[src/rtl/div_seq.sv]
// Iterative signed/unsigned 32-bit restoring divider; returns {remainder, quotient} for HI/LO.
// Latency: ready_o rises 33 cycles after the accept edge (2 cycles for a zero divisor).
// Backpressure: result is held in END while start_i stays high; stallreq_o holds EX until ready_o.
module div_seq #(
    parameter int DATA_W = 32,
    parameter int CNT_W  = 6
) (
    input  logic                  clk,
    input  logic                  rst,
    input  logic                  signed_div_i,
    input  logic [DATA_W-1:0]     opdata1_i,
    input  logic [DATA_W-1:0]     opdata2_i,
    input  logic                  start_i,
    input  logic                  annul_i,
    output logic [2*DATA_W-1:0]   result_o,
    output logic                  ready_o,
    output logic                  stallreq_o
);

    typedef enum logic [1:0] {
        FREE   = 2'd0,
        BYZERO = 2'd1,
        ON     = 2'd2,
        END    = 2'd3
    } state_t;

    state_t            state_q;
    state_t            state_nx;

    logic [DATA_W-1:0] rem_q;
    logic [DATA_W-1:0] quo_q;
    logic [DATA_W-1:0] dvs_q;
    logic              sign1_q;
    logic              sign2_q;
    logic [CNT_W-1:0]  cnt_q;

    logic              neg1;
    logic              neg2;
    logic [DATA_W-1:0] mag1;
    logic [DATA_W-1:0] mag2;
    logic [DATA_W:0]   trial;
    logic [DATA_W-1:0] rem_nx;
    logic [DATA_W-1:0] quo_nx;
    logic [DATA_W-1:0] rem_fix;
    logic [DATA_W-1:0] quo_fix;
    logic              last_step;
    logic              accept;

    // Operand magnitudes and signs; the most negative value maps to its unsigned magnitude.
    always_comb begin
        neg1 = signed_div_i & opdata1_i[DATA_W-1];
        neg2 = signed_div_i & opdata2_i[DATA_W-1];
        mag1 = neg1 ? (-opdata1_i) : opdata1_i;
        mag2 = neg2 ? (-opdata2_i) : opdata2_i;
    end

    // One restoring step: shift the dividend MSB into the remainder and try a subtract.
    always_comb begin
        trial     = {rem_q, quo_q[DATA_W-1]} - {1'b0, dvs_q};
        quo_nx    = {quo_q[DATA_W-2:0], ~trial[DATA_W]};
        rem_nx    = trial[DATA_W] ? {rem_q[DATA_W-2:0], quo_q[DATA_W-1]} : trial[DATA_W-1:0];
        quo_fix   = (sign1_q ^ sign2_q) ? (-quo_nx) : quo_nx;
        rem_fix   = sign1_q ? (-rem_nx) : rem_nx;
        last_step = (cnt_q == CNT_W'(DATA_W - 1));
        accept    = start_i & ~annul_i;
    end

    // State register.
    always_ff @(posedge clk) begin
        if (rst) begin
            state_q <= FREE;
        end else begin
            state_q <= state_nx;
        end
    end

    // Next-state decode.
    always_comb begin
        state_nx = state_q;
        case (state_q)
            FREE: begin
                if (accept) begin
                    state_nx = (opdata2_i == '0) ? BYZERO : ON;
                end
            end
            BYZERO: begin
                state_nx = annul_i ? FREE : END;
            end
            ON: begin
                if (annul_i) begin
                    state_nx = FREE;
                end else if (last_step) begin
                    state_nx = END;
                end
            end
            END: begin
                if (!start_i) begin
                    state_nx = FREE;
                end
            end
            default: state_nx = FREE;
        endcase
    end

    // Datapath: operand latch, iteration, sign fix and result register.
    always_ff @(posedge clk) begin
        if (rst) begin
            rem_q    <= '0;
            quo_q    <= '0;
            dvs_q    <= '0;
            sign1_q  <= 1'b0;
            sign2_q  <= 1'b0;
            cnt_q    <= '0;
            result_o <= '0;
            ready_o  <= 1'b0;
        end else begin
            case (state_q)
                FREE: begin
                    result_o <= '0;
                    ready_o  <= 1'b0;
                    cnt_q    <= '0;
                    if (accept && (opdata2_i != '0)) begin
                        rem_q   <= '0;
                        quo_q   <= mag1;
                        dvs_q   <= mag2;
                        sign1_q <= neg1;
                        sign2_q <= neg2;
                    end
                end
                BYZERO: begin
                    result_o <= '0;
                    ready_o  <= ~annul_i;
                end
                ON: begin
                    if (annul_i) begin
                        cnt_q <= '0;
                    end else begin
                        rem_q <= rem_nx;
                        quo_q <= quo_nx;
                        cnt_q <= cnt_q + 1'b1;
                        if (last_step) begin
                            result_o <= {rem_fix, quo_fix};
                            ready_o  <= 1'b1;
                        end
                    end
                end
                END: begin
                    if (!start_i) begin
                        result_o <= '0;
                        ready_o  <= 1'b0;
                    end
                end
                default: begin
                    ready_o <= 1'b0;
                end
            endcase
        end
    end

    // Stall EX while a request is pending and not yet answered; never during reset.
    assign stallreq_o = start_i & ~ready_o & ~annul_i & ~rst;

endmodule

[config.mk]
export PLATFORM = sky130hd
export DESIGN_NAME = div_seq
export DESIGN_NICKNAME = d
export VERILOG_FILES = /design/src/rtl/div_seq.sv
export SDC_FILE = /design/constraint.sdc
export NUM_CORES = 1
export LEC_CHECK = 0
export BUFFER_PORTS_ARGS = -buffer_cell sky130_fd_sc_hd__buf_2
export CORE_MARGIN = 1
export CORE_UTILIZATION = 54
export CTS_CLUSTER_SIZE = 25
export DETAILED_ROUTE_END_ITERATION = 10
export PLACE_DENSITY = 0.78
export SYNTH_ARGS = -nofsm -noshare
export SYNTH_HDL_FRONTEND = slang
export SYNTH_SLANG_ARGS = --single-unit
[constraint.sdc]
create_clock -name clk -period 5.7 [get_ports clk]
set_clock_uncertainty 0.05 [all_clocks]
set_input_delay 0.285 -clock clk [delete_from_list [all_inputs] [get_ports clk]]
set_output_delay 0.285 -clock clk [all_outputs]
set_load 0.005 [all_outputs]
# After elaboration in Yosys (flattened, before gate mapping)
# Cells that the tools add are included.
# W data, S select, Z words.
[totals] ff_bits=171 word_cells=74
[op_classes] n_addsub=6 eq_ne=10 muxes=28 bitwise=11 n_reduce_logical=10
[op_table] cell="$mux W32" n=9
[op_table] cell="$mux W64" n=3
[op_table] cell="$pmux W64 S3" n=1
[op_table] cell="$neg A32 Y32" n=4
[op_table] cell="$pmux W32 S2" n=2
[op_table] cell="$sub A33 B32 Y33" n=1
[op_table] cell="$logic_not A32 Y1" n=1
[op_table] cell="$reduce_bool A32 Y1" n=1
[op_table] cell="$mux W2" n=6
[op_table] cell="$pmux W6 S2" n=1
[op_table] cell="$ne A2 B2 Y1 const B" n=5
[op_table] cell="$reduce_and A3 Y1" n=3
[op_table] cell="$pmux W2 S4" n=1
[op_table] cell="$add A6 B1 Y6 const B" n=1
[op_table] cell="$and A1 B1 Y1" n=6
[op_table] cell="$eq A6 B5 Y1 const B" n=1
[op_table] cell="$mux W6" n=1
[op_table] cell="$eq A2 B2 Y1 const B" n=2
[op_table] cell="$not A1 Y1" n=4
[op_table] cell="$pmux W1 S4" n=1
[op_table] cell="$mux W1" n=3
[op_table] cell="$ne A3 B3 Y1 const B" n=1
[op_table] cell="$eq A2 B1 Y1 const B" n=1
[op_table] cell="$logic_not A2 Y1" n=1
[op_table] cell="5 further kinds" n=5

# Logic depth before layout (Yosys ltp)
# Gate-level depths: netlist of the first run.
[depth] word_depth=7 depth_mapped=23 mapped_depth_nobuf=21

# Least setup slack after synthesis of the first run
# Ideal clock, no wire load.
[synth_timing] kind="register -> register" start="register quo_q[31]" end="register result_o[28]" arrival_time_ns=3.994 required_time_ns=5.522 path_slack_ns=1.528 stages_incl_launch_ff=23 path_cell_list="dfxtp_1 inv_1 ha_1 inv_1 fa_1 nand3_1 a211oi_1 o21a_1 o21a_1 o211a_4 inv_4 buf_6 buf_2 buf_1 ha_1 and3_1 and2_1 nand2_1 o41ai_1 and2_1 xnor2_1 a22oi_1 nor2_1"
[synth_between] elab_chain_len=7
[synth_lines] item="start, declared" line_no="31" source="logic [DATA_W-1:0] quo_q;"
[synth_lines] item="start signal, assigned" line_no="124" source="quo_q <= mag1;"
[synth_lines] item="start signal, assigned" line_no="139" source="quo_q <= quo_nx;"
[synth_lines] item="$sub A33 B32 Y33" line_no="59" source="trial = {rem_q, quo_q[DATA_W-1]} - {1'b0, dvs_q};"
[synth_lines] item="$not A1 Y1" line_no="60" source="quo_nx = {quo_q[DATA_W-2:0], ~trial[DATA_W]};"
[synth_lines] item="$neg A32 Y32" line_no="62" source="quo_fix = (sign1_q ^ sign2_q) ? (-quo_nx) : quo_nx;"
[synth_lines] item="$mux W32" line_no="62"
[synth_lines] item="$mux W64" line_no="141" source="if (last_step) begin"
[synth_lines] item="$mux W64" line_no="135" source="if (annul_i) begin"
[synth_lines] item="$pmux W64 S3" line_no="117" source="case (state_q)"
[synth_lines] item="end signal, assigned" line_no="142" source="result_o <= {rem_fix, quo_fix};"
[synth_lines] item="end, declared" line_no="15" source="output logic [2*DATA_W-1:0] result_o,"
# Every way passes these cells. The select of a mux whose other input is x is not followed.
# A chain may end at the register's enable or synchronous reset.

# Worst setup path in the final report of the first run
[layout_timing] start="register quo_q[31]" end="register result_o[60]"
[layout_between] elab_chain_len=7
[layout_lines] item="$sub A33 B32 Y33" line_no="59"
[layout_lines] item="$mux W32 *" line_no="61" source="rem_nx = trial[DATA_W] ? {rem_q[DATA_W-2:0], quo_q[DATA_W-1]} : trial[DATA_W-1:0];"
[layout_lines] item="$neg A32 Y32" line_no="63" source="rem_fix = sign1_q ? (-rem_nx) : rem_nx;"
[layout_lines] item="$mux W32 *" line_no="63"
[layout_lines] item="$mux W64 *" line_no="141"
[layout_lines] item="$mux W64 *" line_no="135"
[layout_lines] item="$pmux W64 S3 *" line_no="117"
# Mark *: on every way between the ends. The rest lies on a longest branch, timed or not. The select of a mux whose other input is x is not followed.

==> results of run 1 <==
==> power groups by stage <==
stage	logic, mW	clock network (mW)	registers (mW)
4_1_cts	2.75	1.20	1.42
3_5_place_dp	2.73	0	1.45
6_report	2.80	1.19	1.42
5_1_grt	3.06	1.24	1.44
3_3_place_gp	2.70	0	1.44
2_1_floorplan	2.12	0	1.42
==> layout make-up <==
type | instances | area [um^2] | share of cell area (%)
clock buffer | 17 | 425 | 3.25
inverter | 55 | 209 | 1.59
multi-input combinational | 1261 | 7760 | 59.2
sequential | 171 | 3420 | 26.1
clock inverter | 15 | 178 | 1.36
timing repair buffer | 146 | 763 | 5.82
tap | 275 | 344 | 2.63
==> path summary, 6_finish.rpt <==
kind,endpoint,slack [ns]
max,result_o[60]$_SDFFE_PP0P_,0.85
min,dvs_q[0]$_SDFFE_PP0P_,0.08
max reg2reg,result_o[60]$_SDFFE_PP0P_,0.85
min reg2reg,result_o[29]$_SDFFE_PP0P_,0.40
==> critical path, delay by kind of cell (launching register included) <==
kind / cells / cell delay, ns
AOI/OAI and AO/OA: 9 / 2.43
adders and majority gates: 3 / 0.63
and+or+nand+nor: 3 / 0.60
DFF: 1 / 0.41
buffers and inverters: 3 / 0.39
xor gates and xnor gates: 1 / 0.18
==> metal layers <==
layer  routed length (um)  GRT usage (%)
met1                15900           42.2
met2                15300           47.6
met3                 2070           4.63
met4                  433           7.88
met5                    0              0
==> registers in the layout (all words and copies together) (netlist names) <==
register  flops
cnt_q         6
result_o     64
quo_q        32
dvs_q        32
ready_o       1
state_q       2
rem_q        32
sign1_q       1
sign2_q       1
==> cells in the final DEF, fill, tap and decap left out, types with 16 or more instances in the layout <==
master,n
a211oi_1,39
a21oi_1,137
a22oi_1,45
buf_2,133
clkbuf_16,17
dfxtp_1,171
ha_1,40
inv_1,54
mux2i_1,25
nand2_1,168
nor2_1,238
nor2b_1,16
nor3_1,27
nor4_1,17
o21ai_0,99
o31ai_1,23
or3_1,16
xnor2_1,61
xor2_1,72
==> per-stage QoR <==
step | total power, mW | instance area [um^2] | setup WS [ns]
3_5_place_dp | 4.18 | 12500 | 0.972
6_report | 5.41 | 13100 | 0.852
2_1_floorplan | 3.54 | 11800 | 1.53
3_3_place_gp | 4.15 | 12500 | 1.18
4_1_cts | 5.36 | 13100 | 0.957
5_1_grt | 5.74 | 13100 | 0.484
==> kinds of logic after synthesis <==
group | Yosys count | share of synthesized area [%]
simple gates | 592 | 23.2
compound gates | 464 | 25.5
flops | 171 | 29.0
buf+inv | 151 | 5.44
xor+xnor | 133 | 9.86
fa+ha+maj | 42 | 4.51
mux | 30 | 2.59
==> flow_metrics.py, run 1 <==
metrics = {
    "synthesis": {
        "synth.most_common_cell": "nor2_1",
        "ys_seq_elements": 171,
        "yosys-top-cells-area": "dfxtp_1 (29%), nor2_1 (7.6%), a21oi_1 (5.8%), nand2_1 (5.3%), xor2_1 (5.3%)",
        "synth_top_area_share_pct": 29.0,
        "syn_nets": 1694,
        "synthFlopType": "dfxtp_1",
        "syn_area_per_cell_um2": 7.47,
        "ys_types": 80,
        "synth_top_area_cell": "dfxtp_1",
        "netlist_area_mm2": 0.0118,
        "synthCells": 1583,
        "synthTopCellsByCount": "nor2_1 (239), dfxtp_1 (171), nand2_1 (168)",
        "ys_seq_area_share_pct": 29.0,
        "synth_edf_count": 0,
        "async_flop_share_pct": 0,
        "ys_warn_count": 0,
    },
    "worst_setup_path": {
        "max_stage_delay_ns": 0.57,
        "critPathLaunchType": "register",
        "end_kind": "register",
        "critPathKind": "register to register",
        "cp_slowest_cell": "o211a_4",
        "cp_max_fo": 42,
        "crit_chain": "inv_1 -> ha_1 -> inv_1 -> fa_1 -> nand3_1 -> a211oi_1 -> o21a_1 -> o21a_1 -> o211a_4 -> inv_4 -> a21oi_1 -> ha_1 -> nor3b_1 -> nand4_1 -> o41ai_4 -> o211ai_1 -> o31ai_1 -> xor2_1 -> o21ai_1",
        "crit_path_start": "quo_q[31]$_SDFFE_PP0P_",
        "r2r_cells": 19,
        "critPathArrivalTime_ns": 5.09,
        "required_ns": 5.94,
        "regToRegStartpoint": "quo_q[31]$_SDFFE_PP0P_",
    },
    "clock_tree": {
        "cts_max_level": 4,
        "cts_buffers": 17,
        "cts_buffer_depth": 2,
        "hold_buffers": 0,
        "tritoncts": "yes",
        "clk_pin_slew_ns": 0.07,
        "post-cts-setup-buffer-count": 0,
        "clock-root-buffer": "clkbuf_16",
        "post_cts_resized": 0,
        "worstSkewPairLatency_ns": 0.44,
        "cts.sinks": 171,
    },
    "power_and_ir_drop": {
        "cellPowerDensity_mw_per_mm2": 413,
        "power.leakage_nw": 5.41,
        "p_comb_share_pct": 51.7,
        "switching_share_pct": 46.9,
        "p_int_mw": 2.87,
        "ir_drop_uv": 276,
        "p_switching_mw": 2.54,
        "p_seq_share_pct": 26.3,
        "p_clk_share_pct": 22.0,
    },
    "timing": {
        "slew_viol_final": 0,
        "fin_setup_tns_ns": 0,
        "period_minus_slack_ns": 4.85,
        "worst_hold_slack_ns": 0.0807,
        "finalHoldViolations": 0,
        "finalSetupViolCount": 0,
        "max_freq_ghz": 0.206,
        "timing.final.crit_share_pct": 85.1,
        "max_slew_margin_pct": 12.2,
        "worst_slew_pin_slew_ns": 1.31,
        "rsz0062_at_grt": "no",
    },
    "floorplan": {
        "core_mm2": 0.0212,
        "dieHeight_um": 150,
        "ios": 135,
        "die-area_mm2": 0.0225,
        "die_w_um": 150,
        "initial_core_util_pct": 55.7,
        "num_rows": 53,
    },
    "global_route": {
        "grt_pass1_wl_um": 53800,
        "grt_usage_pct": 30.1,
        "grt_start_max_net_pins": 99,
        "gr-total-overflow": 0,
        "grt_pass1_vias": 10500,
        "antenna_found_initial": 0,
    },
    "finish": {
        "insertedDiodeCount": 0,
        "fin_nets": 1763,
        "drive_above_1_share_pct": 12.9,
        "areaGrowthSynthToFinish_pct": 10.9,
        "final_cell_count_no_fill": 1940,
        "fill_cells": 1940,
        "final_core_util_pct": 61.8,
    },
    "job": {
        "drv_cap": 0,
    },
    "worst_hold_path": {
        "min-delay-start": "opdata2_i[0]",
        "holdCritPathClass": "input pin to register",
        "whs_path_depth": 3,
    },
    "drt": {
        "wirelength_um": 33700,
        "viasPerCell": 6.01,
        "ant_nets": 0,
        "drt_iter0_drc": 1091,
        "num_vias": 11700,
        "firstDrtPassIters": 5,
        "post-route-drc-count": 0,
        "wl_per_cell_um": 17.4,
    },
    "placed_design": {
        "placed_cells": 1908,
        "gp_congestion": 0.929,
        "numPortBuffers": 134,
        "hpwlAfterDp_um": 25300,
    },
    "outcome": {
        "status": "completed",
    },
}
Power figures use the tool's default switching activity.
==> run 2: changes to the inputs <==
GPL_TIMING_DRIVEN = 0   (was not set)
==> run 2 against run 1 <==
  * Cell area is 2.3% higher
  * Clock-buffer cell count is 1 higher
  * Hold slack worse by 0.020 ns
  * Utilization is 1.4 points higher
  * Non-clock buffer count is 82 higher
  * Combinational power is 7.9% higher
  * Final cell count is 4.2% higher
  * Maximum frequency is 12% lower
  * Setup slack worse by 0.66 ns
  * Die area stayed put
  * Largest cell class unchanged
  * Largest power group unchanged
==> flow_metrics.py, run 2 (same netlist as run 1, synthesis figures left out) <==
metrics = {
    "timing": {
        "max_freq_ghz": 0.182,
        "finalSetupViolCount": 0,
        "timing.final.crit_share_pct": 96.6,
        "worst_hold_slack_ns": 0.0604,
        "rsz0062_at_grt": "no",
        "period_minus_slack_ns": 5.51,
        "slew_viol_final": 0,
        "fin_ws_ns": 0.191,
        "worst_slew_pin_slew_ns": 1.22,
        "finalHoldViolations": 0,
        "fin_setup_tns_ns": 0,
        "max_slew_margin_pct": 18.4,
    },
    "worst_setup_path": {
        "required_ns": 5.96,
        "critPathLaunchType": "register",
        "critPathKind": "register to register",
        "end_kind": "register",
        "crit_chain": "inv_1 -> ha_1 -> inv_1 -> fa_1 -> nand3_1 -> a211oi_1 -> o21a_1 -> o211ai_1 -> o211a_4 -> inv_4 -> buf_6 -> clkbuf_1 -> nor2_1 -> a21oi_1 -> ha_1 -> nor3b_1 -> nand4_1 -> o41ai_4 -> o211ai_1 -> o31ai_1 -> xor2_1 -> o21ai_1",
        "cp_max_fo": 10,
        "critPathArrivalTime_ns": 5.77,
        "max_stage_delay_ns": 0.55,
        "cp_slowest_cell": "clkbuf_1",
    },
    "job": {
        "drv_cap": 0,
    },
    "clock_tree": {
        "cts.sinks": 171,
        "cts_buffers": 17,
        "post_cts_resized": 0,
        "cts_buffer_depth": 2,
        "post-cts-setup-buffer-count": 0,
        "worstSkewPairLatency_ns": 0.44,
        "hold_buffers": 0,
        "tritoncts": "yes",
        "cts_max_level": 4,
        "clock-root-buffer": "clkbuf_16",
        "clk_pin_slew_ns": 0.07,
    },
    "global_route": {
        "antenna_found_initial": 0,
        "gr-total-overflow": 0,
        "grt_start_max_net_pins": 19,
        "grt_usage_pct": 33.8,
        "grt_pass1_vias": 11000,
        "grt_pass1_wl_um": 58700,
    },
    "floorplan": {
        "die-area_mm2": 0.0225,
        "num_rows": 53,
        "core_mm2": 0.0212,
        "die_w_um": 150,
        "ios": 135,
        "dieHeight_um": 150,
        "initial_core_util_pct": 55.7,
    },
    "placed_design": {
        "hpwlAfterDp_um": 29800,
        "post-place-ws_ns": 0.334,
        "numPortBuffers": 133,
        "gp_congestion": 0.954,
    },
    "worst_hold_path": {
        "holdCritPathClass": "input pin to register",
    },
    "outcome": {
        "status": "completed",
    },
    "drt": {
        "firstDrtPassIters": 6,
        "viasPerCell": 6.14,
        "drt_iter0_drc": 1366,
        "ant_nets": 0,
        "wl_per_cell_um": 18.7,
        "post-route-drc-count": 0,
        "wirelength_um": 37700,
        "num_vias": 12400,
    },
    "finish": {
        "largest_register_ffs": 64,
        "final_core_util_pct": 63.2,
        "areaGrowthSynthToFinish_pct": 13.5,
        "insertedDiodeCount": 0,
        "seqCellArea_mm2": 0.00342,
        "final_cell_mix": "nor2_1 (239), dfxtp_1 (171), nand2_1 (168), buf_2 (157), a21oi_1 (138)",
        "fin_nets": 1845,
        "largest-register": "result_o",
        "layout_commonest_cell": "nor2_1",
        "multi_input_area_mm2": 0.00775,
        "fill_cells": 1982,
        "drive_above_1_share_pct": 13.3,
    },
    "power_and_ir_drop": {
        "p_comb_share_pct": 53.8,
        "p_int_mw": 2.93,
        "switching_share_pct": 47.8,
        "p_switching_mw": 2.68,
        "power.leakage_nw": 5.53,
        "cellPowerDensity_mw_per_mm2": 418,
        "ir_drop_uv": 273,
        "p_clk_share_pct": 20.8,
        "p_seq_share_pct": 25.4,
    },
}
## run 2: stage by stage
step	area, um^2	power [mW]	std cells
global placement	12800	4.32	1991
detailed placement	12800	4.36	1991
global route	13400	5.90	2022
CTS	13400	5.52	2023
finish	13400	5.61	2022
floorplan	11800	3.54	1583
## run 2: power groups by stage
| stage | clock network (mW) | registers, mW | logic, mW |
|---|---|---|---|
| final | 1.17 | 1.43 | 3.02 |
| after global routing | 1.22 | 1.44 | 3.25 |
| after CTS | 1.17 | 1.42 | 2.94 |
| after detailed placement | 0 | 1.45 | 2.91 |
| after global placement | 0 | 1.45 | 2.88 |
| after floorplan | 0 | 1.42 | 2.12 |
## run 2: path summary, 6_finish.rpt
path | from | endpoint | slack (ns) | cells after the start
setup / recovery | quo_q[31]$_SDFFE_PP0P_ | result_o[56]$_SDFFE_PP0P_ | 0.19 | 22
hold / removal | opdata2_i[0] | dvs_q[0]$_SDFFE_PP0P_ | 0.06 | 3
setup reg to reg | quo_q[31]$_SDFFE_PP0P_ | result_o[56]$_SDFFE_PP0P_ | 0.19 | 22
hold reg to reg | result_o[55]$_SDFFE_PP0P_ | result_o[55]$_SDFFE_PP0P_ | 0.40 | 2
## run 2: routing by layer
metal,wire length (um),track usage [%],vias up
met5,0,0,-
li1,-,-,5919
met1,16900,47.6,5846
met2,17000,53.3,588
met4,631,8.84,0
met3,3200,5.21,65
## run 2: layout make-up
class	instances	share of cell area, %
sequential	171	25.5
tap	275	2.57
timing repair buffer	133	4.96
inverter	55	1.56
clock buffer	18	3.28
multi-input combinational	1261	57.8
buffer	95	3.21
clock inverter	14	1.09
## run 2: critical path: cells and delay by family, from the launching register on
family / cells / cell delay, ns
xor+xnor: 1 / 0.20
compound gates: 9 / 2.05
fa+ha+maj: 3 / 0.68
buf+inv: 5 / 1.02
flops: 1 / 0.51
simple gates: 4 / 0.85
